File: config.mk
export PLATFORM = sky130hd
export DESIGN_NAME = key_event_encoder
export DESIGN_NICKNAME = d
export VERILOG_FILES = /design/src/rtl/key_event_pkg.sv /design/src/rtl/key_event_fifo.sv /design/src/rtl/key_event_encoder.sv
export SDC_FILE = /design/constraint.sdc
export NUM_CORES = 1
export LEC_CHECK = 0
export CORE_MARGIN = 2
export CORE_UTILIZATION = 34
export DETAILED_ROUTE_END_ITERATION = 8
export PLACE_DENSITY = 0.58
export REMOVE_ABC_BUFFERS = 1
export SLEW_MARGIN = 5
export SYNTH_ARGS = -nofsm -noshare
export SYNTH_HDL_FRONTEND = slang
export SYNTH_SLANG_ARGS = --single-unit
File: constraint.sdc
create_clock -name clk -period 4.8 [get_ports clk]
set_input_delay 0.96 -clock clk [delete_from_list [all_inputs] [get_ports clk]]
set_output_delay 0.96 -clock clk [all_outputs]
set_load 0.02 [all_outputs]
File: src/rtl/key_event_pkg.sv
// -----------------------------------------------------------------------------
// key_event_pkg
// Shared definitions for the key event encoder:
//   - default key count and event FIFO depth
//   - event word layout: the long-press flag is the MSB, the key index sits
//     in bits [KEY_W-1:0]
//   - saturating 8-bit add used by the optional drop counter
//     (the counter only exists when KEY_EVT_DROP_CNT_EN is defined)
// -----------------------------------------------------------------------------
package key_event_pkg;

  localparam int DEF_N_KEYS       = 20;
  localparam int DEF_FIFO_DEPTH   = 4;
  localparam int DEF_KEY_W        = $clog2(DEF_N_KEYS);
  localparam int DEF_EVT_W        = DEF_KEY_W + 1;
  localparam int DEF_EVT_LONG_BIT = DEF_EVT_W - 1;

  localparam int          DROP_CNT_W   = 8;
  localparam int unsigned DROP_CNT_MAX = 255;

  // Event word width for a given key index width: one extra bit for "long".
  function automatic int evt_width(input int key_w);
    return key_w + 1;
  endfunction

  // Position of the long-press flag inside the event word (always the MSB).
  function automatic int evt_long_bit(input int key_w);
    return key_w;
  endfunction

  // base + inc, clamped to 255.
  function automatic logic [7:0] sat_add8(input logic [7:0] base, input int unsigned inc);
    int unsigned sum;
    sum = {24'd0, base} + inc;
    if (sum > DROP_CNT_MAX) begin
      return 8'hFF;
    end
    return sum[7:0];
  endfunction

endpackage

File: src/rtl/key_event_fifo.sv
// -----------------------------------------------------------------------------
// key_event_fifo
// Synchronous FIFO, parameterised width and depth (depth a power of 2, >=2).
// Pointers carry one extra wrap bit: equal pointers mean empty, pointers that
// differ only in the wrap bit mean full.  Push and pop in the same cycle are
// accepted at any occupancy, including full (the head slot is read out before
// it is overwritten).
// Ports:
//   clk, resetn   clock, asynchronous active-low reset (pointers only)
//   push, din     write request and data; ignored when full without a pop
//   pop           read request; ignored when empty
//   dout          head entry (combinational from storage)
//   full, empty   occupancy flags
// -----------------------------------------------------------------------------
module key_event_fifo #(
  parameter int WIDTH = 6,
  parameter int DEPTH = 4
) (
  input  logic             clk,
  input  logic             resetn,
  input  logic             push,
  input  logic [WIDTH-1:0] din,
  input  logic             pop,
  output logic [WIDTH-1:0] dout,
  output logic             full,
  output logic             empty
);

  localparam int AW = $clog2(DEPTH);

  logic [AW:0]      wr_ptr_q, wr_ptr_d;
  logic [AW:0]      rd_ptr_q, rd_ptr_d;
  logic [WIDTH-1:0] mem_q [DEPTH];
  logic             do_push;
  logic             do_pop;

  assign empty = (wr_ptr_q == rd_ptr_q);
  assign full  = (wr_ptr_q[AW] != rd_ptr_q[AW]) &&
                 (wr_ptr_q[AW-1:0] == rd_ptr_q[AW-1:0]);
  assign dout  = mem_q[rd_ptr_q[AW-1:0]];

  always_comb begin
    do_pop   = pop & ~empty;
    do_push  = push & (~full | do_pop);
    wr_ptr_d = wr_ptr_q;
    rd_ptr_d = rd_ptr_q;
    if (do_push) begin
      wr_ptr_d = wr_ptr_q + 1'b1;
    end
    if (do_pop) begin
      rd_ptr_d = rd_ptr_q + 1'b1;
    end
  end

  always_ff @(posedge clk or negedge resetn) begin
    if (!resetn) begin
      wr_ptr_q <= '0;
      rd_ptr_q <= '0;
    end else begin
      wr_ptr_q <= wr_ptr_d;
      rd_ptr_q <= rd_ptr_d;
    end
  end

  // Storage is data only; validity is carried entirely by the pointers.
  always_ff @(posedge clk) begin
    if (do_push) begin
      mem_q[wr_ptr_q[AW-1:0]] <= din;
    end
  end

endmodule

File: src/rtl/key_event_encoder.sv
// -----------------------------------------------------------------------------
// key_event_encoder
// Turns per-key press pulses (with a hold indicator sampled alongside) into a
// serial stream of {long, key_index} events delivered over valid/ready.
// Each key has a one-deep pending slot, so simultaneous presses are kept and
// drained lowest index first, one per cycle, into a small event FIFO.
// A re-press of a key whose previous press is still pending is dropped and
// flagged on the sticky overflow output.
//
// Optional feature macro: KEY_EVT_DROP_CNT_EN
//   defined   -> extra output drop_cnt[7:0], saturating count of dropped
//                presses, cleared by clr_overflow (a drop in the same cycle
//                still counts)
//   undefined -> no drop_cnt port and no counter
//
// Ports:
//   clk, resetn    clock, asynchronous active-low reset
//   press[N]       one-cycle press pulses
//   hold[N]        hold indicators, sampled with the press
//   evt_valid      FIFO head holds an event
//   evt_ready      consumer takes the head event
//   evt_key        key index of the head event (0 when empty)
//   evt_long       long-press flag of the head event (0 when empty)
//   clr_overflow   synchronous clear of overflow (and drop_cnt)
//   overflow       sticky drop indicator
//   drop_cnt       dropped press count (KEY_EVT_DROP_CNT_EN only)
// -----------------------------------------------------------------------------
module key_event_encoder
  import key_event_pkg::*;
#(
  parameter  int N_KEYS     = DEF_N_KEYS,
  parameter  int FIFO_DEPTH = DEF_FIFO_DEPTH,
  localparam int KEY_W      = $clog2(N_KEYS)
) (
  input  logic              clk,
  input  logic              resetn,
  input  logic [N_KEYS-1:0] press,
  input  logic [N_KEYS-1:0] hold,
  output logic              evt_valid,
  input  logic              evt_ready,
  output logic [KEY_W-1:0]  evt_key,
  output logic              evt_long,
  input  logic              clr_overflow,
  output logic              overflow
`ifdef KEY_EVT_DROP_CNT_EN
  ,
  output logic [7:0]        drop_cnt
`endif
);

  localparam int EVT_W        = evt_width(KEY_W);
  localparam int EVT_LONG_BIT = evt_long_bit(KEY_W);

  logic [N_KEYS-1:0] pending_q, pending_d;
  logic [N_KEYS-1:0] long_pend_q, long_pend_d;
  logic              overflow_q, overflow_d;

  logic              disp_found;
  logic [KEY_W-1:0]  disp_key;
  logic [N_KEYS-1:0] disp_vec;
  logic [N_KEYS-1:0] drop_vec;

  logic              fifo_push;
  logic              fifo_pop;
  logic              fifo_full;
  logic              fifo_empty;
  logic [EVT_W-1:0]  fifo_din;
  logic [EVT_W-1:0]  fifo_dout;

  // Lowest-index pending key; scanning downwards lets the lowest hit win.
  always_comb begin
    disp_found = 1'b0;
    disp_key   = '0;
    for (int i = N_KEYS - 1; i >= 0; i--) begin
      if (pending_q[i]) begin
        disp_found = 1'b1;
        disp_key   = KEY_W'(i);
      end
    end
  end

  // A slot frees up in the FIFO this cycle if it is not full or the head is
  // being consumed, so dispatch can proceed even at full occupancy.
  always_comb begin
    fifo_pop  = ~fifo_empty & evt_ready;
    fifo_push = disp_found & (~fifo_full | fifo_pop);
    disp_vec  = fifo_push ? (N_KEYS'(1) << disp_key) : '0;
    fifo_din  = '0;
    fifo_din[EVT_LONG_BIT] = long_pend_q[disp_key];
    fifo_din[KEY_W-1:0]    = disp_key;
  end

  // A press on a key that is pending and not leaving this cycle is a drop.
  // A press on the key being dispatched re-arms the slot with the new hold.
  always_comb begin
    drop_vec    = press & pending_q & ~disp_vec;
    pending_d   = (pending_q & ~disp_vec) | press;
    long_pend_d = long_pend_q;
    for (int i = 0; i < N_KEYS; i++) begin
      if (press[i] && !drop_vec[i]) begin
        long_pend_d[i] = hold[i];
      end
    end
    overflow_d = overflow_q;
    if (|drop_vec) begin
      overflow_d = 1'b1;
    end else if (clr_overflow) begin
      overflow_d = 1'b0;
    end
  end

  always_ff @(posedge clk or negedge resetn) begin
    if (!resetn) begin
      pending_q   <= '0;
      long_pend_q <= '0;
      overflow_q  <= 1'b0;
    end else begin
      pending_q   <= pending_d;
      long_pend_q <= long_pend_d;
      overflow_q  <= overflow_d;
    end
  end

`ifdef KEY_EVT_DROP_CNT_EN
  logic [7:0] drop_cnt_q, drop_cnt_d;

  // Clear first, then add this cycle's drops, so a simultaneous drop survives.
  always_comb begin
    drop_cnt_d = sat_add8(clr_overflow ? 8'd0 : drop_cnt_q,
                          int'($countones(drop_vec)));
  end

  always_ff @(posedge clk or negedge resetn) begin
    if (!resetn) begin
      drop_cnt_q <= '0;
    end else begin
      drop_cnt_q <= drop_cnt_d;
    end
  end

  assign drop_cnt = drop_cnt_q;
`endif

  key_event_fifo #(
    .WIDTH (EVT_W),
    .DEPTH (FIFO_DEPTH)
  ) u_fifo (
    .clk    (clk),
    .resetn (resetn),
    .push   (fifo_push),
    .din    (fifo_din),
    .pop    (fifo_pop),
    .dout   (fifo_dout),
    .full   (fifo_full),
    .empty  (fifo_empty)
  );

  // Head fields are forced to zero while empty so stale storage never shows.
  assign evt_valid = ~fifo_empty;
  assign evt_key   = fifo_empty ? '0 : fifo_dout[KEY_W-1:0];
  assign evt_long  = ~fifo_empty & fifo_dout[EVT_LONG_BIT];
  assign overflow  = overflow_q;

endmodule
=== Word-level counts from Yosys, hierarchy flattened ===
Memory sizes are Yosys's and may differ from the RTL's.
Index checks and enable logic that the tools add are counted.
Widths: inputs -> output; s select.

* Memories: 1
* RAM bits: 24
* Word-level logic and storage cells: 137
* Register bits after elaboration: 47
* Output and inout bits: 8
* Input port bits: 44

* Mux-type cells: 48
* Shift-type cells: 1
* Reduce and logical (&&, ||, !) cells: 43
* Add/sub/neg operators: 2
* Bitwise logic cells: 14
* Order comparisons: 1
* Equal/unequal tests: 3

{| class="wikitable"
|+ Memory list
! name !! words !! bits a word !! read ports !! clocked after Yosys merged registers in !! wr ports !! RTL line !! RTL
|-
| u_fifo.mem_q || 4 || 6 || 1 || 0 || 1 || key_event_fifo.sv:33 || <nowiki>logic [WIDTH-1:0] mem_q [DEPTH];</nowiki>
|}

{| class="wikitable"
|+ Operators by type and width
! kind !! number
|-
| $mux 5 || 21
|-
| $and 20x20->20 || 3
|-
| $mux 1 || 25
|-
| $logic_and 1x1->1 || 21
|-
| $logic_not 1->1 || 20
|-
| $mux 20 || 1
|-
| $not 20->20 || 1
|-
| $or 20x20->20 || 1
|-
| $reduce_or 20->1 || 1
|-
| $shl 1x5->20 const A || 1
|-
| $add 3x1->3 const B || 2
|-
| $lt 5x6->1 const B || 1
|-
| $and 1x1->1 || 5
|-
| $bmux 1 s5 || 1
|-
| $eq 3x3->1 || 1
|-
| $eq 2x2->1 || 1
|-
| $not 1->1 || 2
|-
| $or 1x1->1 || 2
|-
| $reduce_bool 2->1 || 1
|-
| $ne 1x1->1 || 1
|}

=== Logic depth before layout (Yosys ltp) ===
Gate-level depths: netlist (run 1).

* Depth in word-level cells: 26
* Gate-level depth with buffers: 10
* Gate-level depth less buffers: 9

=== Modules after synthesis ===
A second synthesis (run 1) with hierarchy kept.

* Cell total of the unflattened synthesis: 348
* Area total of the unflattened synthesis: 3766.1 µm²

{| class="wikitable"
|+ Modules (own cells, without submodules)
! module !! cells an instance !! seq. area each (µm²) !! area an instance (µm²) !! times used
|-
| key_event_encoder || 270 || 1026.0 || 2432.3 || 1
|-
| key_event_fifo || 78 || 870.8 || 1333.8 || 1
|}

=== Worst setup path before layout (run 1) ===
OpenSTA, ideal clock, no wires.

* Path kind: reg-to-output
* Start point: reg u_fifo.rd_ptr_q[0]
* End point: out evt_key[0]
* Stages on the path, launching flop included: 7
* Arrival time: 1.611 ns
* Slack: 2.229 ns
* Cells stage by stage: dfrtp_1 buf_2 xor2_1 or2_2 nand2b_1 clkbuf_1 and2_1

* Cells in the longest elaborated chain, start to end: 2
* Elaborated cells between the ends (all ways): 3
* Those cells by class: eq/ne (1); mux (1); memory (1)

{| class="wikitable"
|+ Ends and longest elaborated chain
! item !! RTL line !! RTL
|-
| start, declared || key_event_fifo.sv:32 || <nowiki>logic [AW:0] rd_ptr_q, rd_ptr_d;</nowiki>
|-
| start signal, assigned || key_event_fifo.sv:61 || <nowiki>rd_ptr_q <= rd_ptr_d;</nowiki>
|-
| $mem_v2 4x6 or $eq 3x3->1 (tied branches) || n/a ||
|-
| $mux 5 (*) || key_event_encoder.sv:160 || <nowiki>assign evt_key = fifo_empty ? '0 : fifo_dout[KEY_W-1:0];</nowiki>
|-
| end, declared || key_event_encoder.sv:41 || <nowiki>output logic [KEY_W-1:0] evt_key,</nowiki>
|}

Every way passes the cells marked *; elsewhere a longest branch is shown, timed or not.

=== Worst setup path after layout (run 1) ===
* Start point: reg u_fifo.rd_ptr_q[0]
* End point: out evt_key[3]

The elaborated chain is that of the path after synthesis.

==> results.txt, run 1 <==
----------------------------------------------------
[Worst hold path]
  Path category of the worst min-delay check ... reg -> reg
  Hold_sp ... u_fifo.wr_ptr_q[2]
  Hold Path Cell Cnt ... 1
  Worst Hold Endpoint ... u_fifo.wr_ptr_q[2]

[STA]
  Fmax ... 0.290 GHz
  Final Hold Viols ... 0
  Worst setup skew after layout ... 0.00673 ns
  Final-report max-slew violation count ... 0
  Slew at the pin closest to its max-slew limit ... 1.09 ns
  Finish-stage setup viols ... 0
  Crit path time final ... 3.44 ns
  Slew HR ... 27.6%
  Share of the cycle needed by the critical path after routing ... 71.7%
  Sum of negative setup slack ... 0 ns
  Unrepaired setup endpoints after global routing ... no

[Finish]
  Leading cell type in the layout, fill and taps excluded ... nand2_1
  Fraction of layout instances using a drive strength above 1 ... 15.5%
  Fill count ... 1051
  N_diodes ... 0
  Final #Nets ... 424
  Number of standard cells in the final layout excluding fillers ... 520
  Final instance area ... 4530 µm²
  Signed area change from the synthesized netlist to the final layout ... 22.8%
  Util after Layout ... 42.4%
  Commonest cells after routing, fill and taps aside ... nand2_1, clkdlybuf4s50_1, dfrtp_1

[Placed design]
  Placed Area ... 4320 µm²
  Cell count after placement ... 504
  Final Wtd Congestion ... 0.787
  Placed wire-length estimate ... 6420 µm
  IO buf count ... 51

[Global route]
  Remaining global-route overflow ... 0
  First-pass GRT wire length ... 14000 µm
  Pin count of the biggest net entering global routing ... 48
  Antenna violations before repair ... 0
  Total routing usage reported by global routing ... 16.0%
  Via count of the first global-routing pass ... 2649

[Synthesis]
  Cell variety after synth ... 60
  Synth Cell Area ... 3690 µm²
  Commonest register cell after synthesis ... dfrtp_1
  Async SR Flop Fraction ... 66.2%
  Synth area leader ... dfrtp_1
  Count of yosys warnings during synthesis ... 0
  Yosys top cell area share ... 31.8%
  Number of enable flip-flop cells after synthesis ... 24
  Number of flip-flops and latches in the synthesized netlist ... 71
  Sequential cell area fraction in the yosys report ... 51.4%
  Instance count of the mapped netlist ... 321
  Mean instance size in the synthesized netlist ... 11.5 µm²
  Largest cells by area after synthesis ... dfrtp_1, edfxtp_1, nand2_1

[Clock tree]
  Maximum clock insertion buffer count ... 2
  Number of hold-repair buffers added at the cts stage ... 0
  Number of post-CTS setup repair buffers ... 0
  CTS sink count ... 71
  Cts repair resizes ... 0
  TritonCTS Buffers ... 9
  Buffer type at the clock tree root ... clkbuf_8
  Latest clock arrival within the worst-skew pair ... 0.34 ns
  Clock tree from TritonCTS ... done
  H-tree depth ... 3
  CTS clk-pin slew, worst paths ... 0.07 ns

[Setup path]
  Depth of the worst register-to-register path ... 8
  Data required time of the critical path ... 3.84 ns
  Crit end category ... primary output
  Startpoint types ... flip-flop
  CP Data Arrival Time ... 2.48 ns
  Type of the setup path with the least slack ... reg -> out
  Worst Path Max Fanout ... 9
  Reg-to-reg slack, setup ... 1.86 ns
  Critical register-to-register path endpoint ... long_pend_q[16]
  Start of the worst register-to-register path ... pending_q[6]

[Drt]
  Count of routing violations after the opening detailed-route iteration ... 198
  Number of nets still failing antenna checks after routing ... 0
  Via count ... 2603
  Total wire length ... 8630 µm
  DRT Pass-1 Iters ... 4
  Vias per std cell ... 5.01
  Drt drc ... 0
  Average wire per cell in the routed design ... 16.6 µm

[Flow run]
  Maximum capacitance violations ... 0

[Pwr]
  Power Density ... 473 nW/µm²
  Max VDD drop ... 0.331 mV
  P_leak ... 1.73 nW

[Floorplanning]
  Y dimension of the die ... 108 µm
  Die area ... 11700 µm²
  Number of top-level design ports ... 52
  Initial cell density of the core ... 34.5%
  Die width ... 108 µm
  Number of placement rows ... 38
  Core area ... 10700 µm²

[Outcome]
  Outcome ... completed

----------------------------------------------------
-- synth_stat cells, drive strengths merged, types with 3 or more instances --
| cell type | count |
|---|---|
| or2 | 4 |
| nand2 | 53 |
| ha | 5 |
| a32oi | 3 |
| dfrtp | 47 |
| nor3 | 3 |
| buf | 7 |
| mux2 | 23 |
| o211ai | 5 |
| inv | 16 |
| edfxtp | 24 |
| nand2b | 12 |
| or2b | 3 |
| o21ai | 19 |
| nor2 | 12 |
| nand3 | 6 |
| xor2 | 3 |
| o31ai | 5 |
| nor4 | 7 |
| and2 | 11 |
| a21oi | 7 |
| mux4 | 6 |
| mux2i | 7 |
| xnor2 | 4 |
-- area by class of cell --
class	instances	area (µm²)	area share [%]
multi-input cells	226	1680	37.1
inverters	16	62.6	1.38
flip-flops and latches	71	1900	41.8
well taps	140	175	3.86
clock inverters	6	86.3	1.90
repair buffers	51	505	11.1
clock buffers	10	128	2.81
-- flip-flops by register name, summed over array words and instances, names as in the netlist --
| register | count |
|---|---|
| long_pend_q | 20 |
| overflow | 1 |
| pending_q | 20 |
| u_fifo.mem_q | 24 |
| u_fifo.rd_ptr_q | 3 |
| u_fifo.wr_ptr_q | 3 |
-- power by group --
group	switching [mW]	internal, mW
clock	0.225	0.292
combinational	0.363	0.368
sequential	0.0984	0.797
-- stage by stage --
| stage | hold slack (ns) | power, mW | worst slack, ns |
|---|---|---|---|
| 2_1_floorplan | 0.462 | 1.35 | 2.25 |
| 3_3_place_gp | 0.479 | 1.63 | 1.48 |
| 3_5_place_dp | 0.485 | 1.65 | 1.49 |
| 4_1_cts | 0.499 | 2.18 | 1.28 |
| 5_1_grt | 0.524 | 2.28 | 1.14 |
| 6_report | 0.493 | 2.14 | 1.36 |
-- worst max-delay path by stage --
stage,from,endpoint
final,u_fifo.rd_ptr_q[0],evt_key[3]
after global routing,u_fifo.rd_ptr_q[0],evt_long
after CTS,u_fifo.rd_ptr_q[0],evt_key[3]
after detailed placement,evt_ready,long_pend_q[5]
after global placement,evt_ready,long_pend_q[5]
after floorplan,u_fifo.rd_ptr_q[0],evt_key[0]
-- cell families after synthesis --
kind of cell,count (synthesis),synth area share (%)
AO/OA/AOI/OAI,57,11.6
adder cells (fa/ha/maj),5,1.69
flip-flops,71,51.4
multiplexers,36,13.0
AND/OR/NAND/NOR,121,17.6
buffers and inverters,24,3.15
XOR/XNOR,7,1.66
-- worst max-delay path, stage by stage, from the launching register on --
cell and delay [ns]:
dfrtp_1 0.67, xor2_1 0.15, or2_2 0.30, nand2b_1 0.28, and2_1 0.22, clkdlybuf4s50_1 0.53
-- per-layer routing --
| metal | global-route usage (%) | vias up | wire [µm] |
|---|---|---|---|
| met4 | 4.67 | 0 | 68 |
| met5 | 0 | - | 0 |
| met1 | 20.9 | 1258 | 3940 |
| li1 | - | 1272 | - |
| met3 | 3.50 | 7 | 397 |
| met2 | 26.7 | 66 | 4220 |
(Power assumes the default switching activity.)
==> run 2: changes to the inputs <==
--- a/config.mk
+++ b/config.mk
@@ -8,7 +8,7 @@
 export CORE_MARGIN = 2
 export CORE_UTILIZATION = 34
 export DETAILED_ROUTE_END_ITERATION = 8
-export PLACE_DENSITY = 0.58
+export PLACE_DENSITY = 0.6
 export REMOVE_ABC_BUFFERS = 1
 export SLEW_MARGIN = 5
 export SYNTH_ARGS = -nofsm -noshare
==> constraint.sdc (replaced) <==
create_clock -name clk -period 3 [get_ports clk]
set_input_delay 0.6 -clock clk [delete_from_list [all_inputs] [get_ports clk]]
set_output_delay 0.6 -clock clk [all_outputs]
set_load 0.02 [all_outputs]
==> run 2 against run 1 <==
Effect of this change: core utilization grew 1.2 points; critical path depth unchanged; largest power group unchanged; largest cell class unchanged; first-iteration DRC count down 37%; sequential power is 59% higher; highest routed layer unchanged; via count is 3.0% higher; cell count rose by 1.7%; clock-buffer cell count did not move; combinational power rose by 68%; global-route usage up 0.060 points; sequential share of layout area fell by 1.1 points; final area up 2.9%.
==> results.txt, run 2 (synthesized netlist as in run 1, its figures left out) <==
----------------------------------------------------
[STA]
  Worst setup skew after layout ... 0.00528 ns (was 0.00673 ns)
  Share of the cycle needed by the critical path after routing ... 95.6%
  Fmax ... 0.349 GHz
  Finish-stage setup viols ... 0 (unchanged)
  Final Hold Viols ... 0 (unchanged)
  Final-report max-slew violation count ... 0 (unchanged)
  Crit path time final ... 2.87 ns
  Unrepaired setup endpoints after global routing ... no (unchanged)
  Sum of negative setup slack ... 0 ns (unchanged)
  Slew HR ... 64.8% (was 27.6%)
  Slew at the pin closest to its max-slew limit ... 0.524 ns (was 1.09 ns)
  WHS ... 0.174 ns (was 0.493 ns)

[Setup path]
  Family with the most delay on the worst path ... simple AND/OR/NAND/NOR gates (unchanged)
  Max incr delay on CP ... 0.53 ns (was 0.67 ns)
  Data required time of the critical path ... 2.40 ns (was 3.84 ns)
  Start of the worst register-to-register path ... pending_q[4] (was pending_q[6])
  Type of the setup path with the least slack ... reg -> out (unchanged)
  Startpoint types ... flip-flop (unchanged)
  Reg-to-reg slack, setup ... 0.37 ns (was 1.86 ns)
  Crit end category ... primary output (unchanged)
  Launch point of the worst path ... u_fifo.rd_ptr_q[0] (unchanged)
  Worst Path Max Fanout ... 9 (unchanged)
  CP Data Arrival Time ... 2.27 ns (was 2.48 ns)
  Cell chain of the critical path ... xor2_1 > or2_2 > nand2b_2 > and2_1 > clkdlybuf4s50_1 (was xor2_1 > or2_2 > nand2b_1 > and2_1 > clkdlybuf4s50_1)
  Max stage delay cell, worst path ... clkdlybuf4s50_1 (was dfrtp_1)
  Buf/Inv on CP ... 1 (unchanged)

[Finish]
  Signed area change from the synthesized netlist to the final layout ... 26.3% (was 22.8%)
  Final #Nets ... 433 (was 424)
  Final instance area ... 4670 µm² (was 4530 µm²)
  N_diodes ... 0 (unchanged)
  Max FFs per register ... 24 (unchanged)
  Fraction of layout instances using a drive strength above 1 ... 18.3% (was 15.5%)
  Commonest cells after routing, fill and taps aside ... nand2_1, clkdlybuf4s50_1, dfrtp_1 (unchanged)
  Number of standard cells in the final layout excluding fillers ... 529 (was 520)
  Util after Layout ... 43.6% (was 42.4%)
  Leading cell type in the layout, fill and taps excluded ... nand2_1 (unchanged)

[Clock tree]
  Clock tree from TritonCTS ... done (unchanged)
  Maximum clock insertion buffer count ... 2 (unchanged)
  CTS clk-pin slew, worst paths ... 0.07 ns (about the same)
  Latest clock arrival within the worst-skew pair ... 0.35 ns (was 0.34 ns)
  CTS sink count ... 71 (unchanged)
  Buffer type at the clock tree root ... clkbuf_8 (unchanged)
  H-tree depth ... 3 (unchanged)
  TritonCTS Buffers ... 9 (unchanged)

[Global route]
  Via count of the first global-routing pass ... 2759 (was 2649)
  Antenna violations before repair ... 0 (unchanged)
  Pin count of the biggest net entering global routing ... 31 (was 48)
  First-pass GRT wire length ... 14100 µm (was 14000 µm)
  Total routing usage reported by global routing ... 16.0% (about the same)
  Remaining global-route overflow ... 0 (unchanged)

[Drt]
  Vias per std cell ... 5.07 (was 5.01)
  Number of nets still failing antenna checks after routing ... 0 (unchanged)
  DRT Pass-1 Iters ... 4 (unchanged)
  Count of routing violations after the opening detailed-route iteration ... 124 (was 198)
  Drt drc ... 0 (unchanged)
  Via count ... 2681 (was 2603)
  Average wire per cell in the routed design ... 16.6 µm (about the same)
  Total wire length ... 8760 µm (was 8630 µm)

[Placed design]
  Placed wire-length estimate ... 6600 µm (was 6420 µm)
  Cell count after placement ... 511 (was 504)
  Placed Area ... 4370 µm² (was 4320 µm²)
  IO buf count ... 51 (unchanged)
  Final Wtd Congestion ... 0.854 (was 0.787)

[Floorplanning]
  Y dimension of the die ... 108 µm (unchanged)
  Number of top-level design ports ... 52 (unchanged)
  Core area ... 10700 µm² (unchanged)
  Die width ... 108 µm (unchanged)
  Initial cell density of the core ... 34.5% (unchanged)
  Number of placement rows ... 38 (unchanged)
  Die area ... 11700 µm² (unchanged)

[Outcome]
  Outcome ... completed (unchanged)

[Pwr]
  P_leak ... 1.85 nW (was 1.73 nW)
  Power Density ... 782 nW/µm² (was 473 nW/µm²)
  Max VDD drop ... 0.494 mV (was 0.331 mV)

[Worst hold path]
  Path category of the worst min-delay check ... in -> async (was reg -> reg)

[Flow run]
  Maximum capacitance violations ... 0 (unchanged)

----------------------------------------------------
==> run 2: path summary, 6_finish.rpt <==
| kind | endpoint | cells past startpoint |
|---|---|---|
| worst max-delay path | evt_key[4] | 5 |
| worst min-delay path | long_pend_q[3] | 1 |
| worst max register to register | u_fifo.mem_q[0][5] | 7 |
| worst min register to register | u_fifo.wr_ptr_q[2] | 1 |
| max in group asynchronous | pending_q[10] | 2 |
| min in group clk | u_fifo.wr_ptr_q[2] | 1 |
==> run 2: timing repair <==
action,in CTS,in global routing
hold buffers,0,0
cloned,0,0
endpoints found under the setup margin,6,6
resized for setup,3,5
pin swaps,0,0
buffers inserted,0,2
==> run 2: power by group <==
group          switching, mW  internal (mW)  total [mW]  leakage (nW)
Sequential             0.137           1.28        1.42         0.731
Clock                  0.364          0.635       0.999         0.126
Combinational          0.615          0.617        1.23         0.989
Total                   1.12           2.53        3.65          1.85
==> run 2: area by class of cell <==
cell class | count | area, µm²
clock buffer | 10 | 128
clock inverter | 6 | 133
fill | 1027 | 6030
inverter | 16 | 62.6
multi-input combinational | 226 | 1680
sequential | 71 | 1900
tap | 140 | 175
timing repair buffer | 60 | 586
==> run 2: through the flow <==
stage	power (mW)	worst slack [ns]
2_1_floorplan	2.16	0.566
3_3_place_gp	2.65	0.333
3_5_place_dp	2.67	0.317
4_1_cts	3.68	0.0535
5_1_grt	3.85	0.0262
6_report	3.65	0.132
==> run 2: per-layer routing <==
| metal | global-route usage, % | part of all wire, % | up-vias |
|---|---|---|---|
| met2 | 25.3 | 47 | 88 |
| met5 | 0 | 0 | - |
| met1 | 20.6 | 45 | 1282 |
| met4 | 8.15 | 2.7 | 0 |
| li1 | - | - | 1290 |
| met3 | 3.92 | 5.6 | 21 |
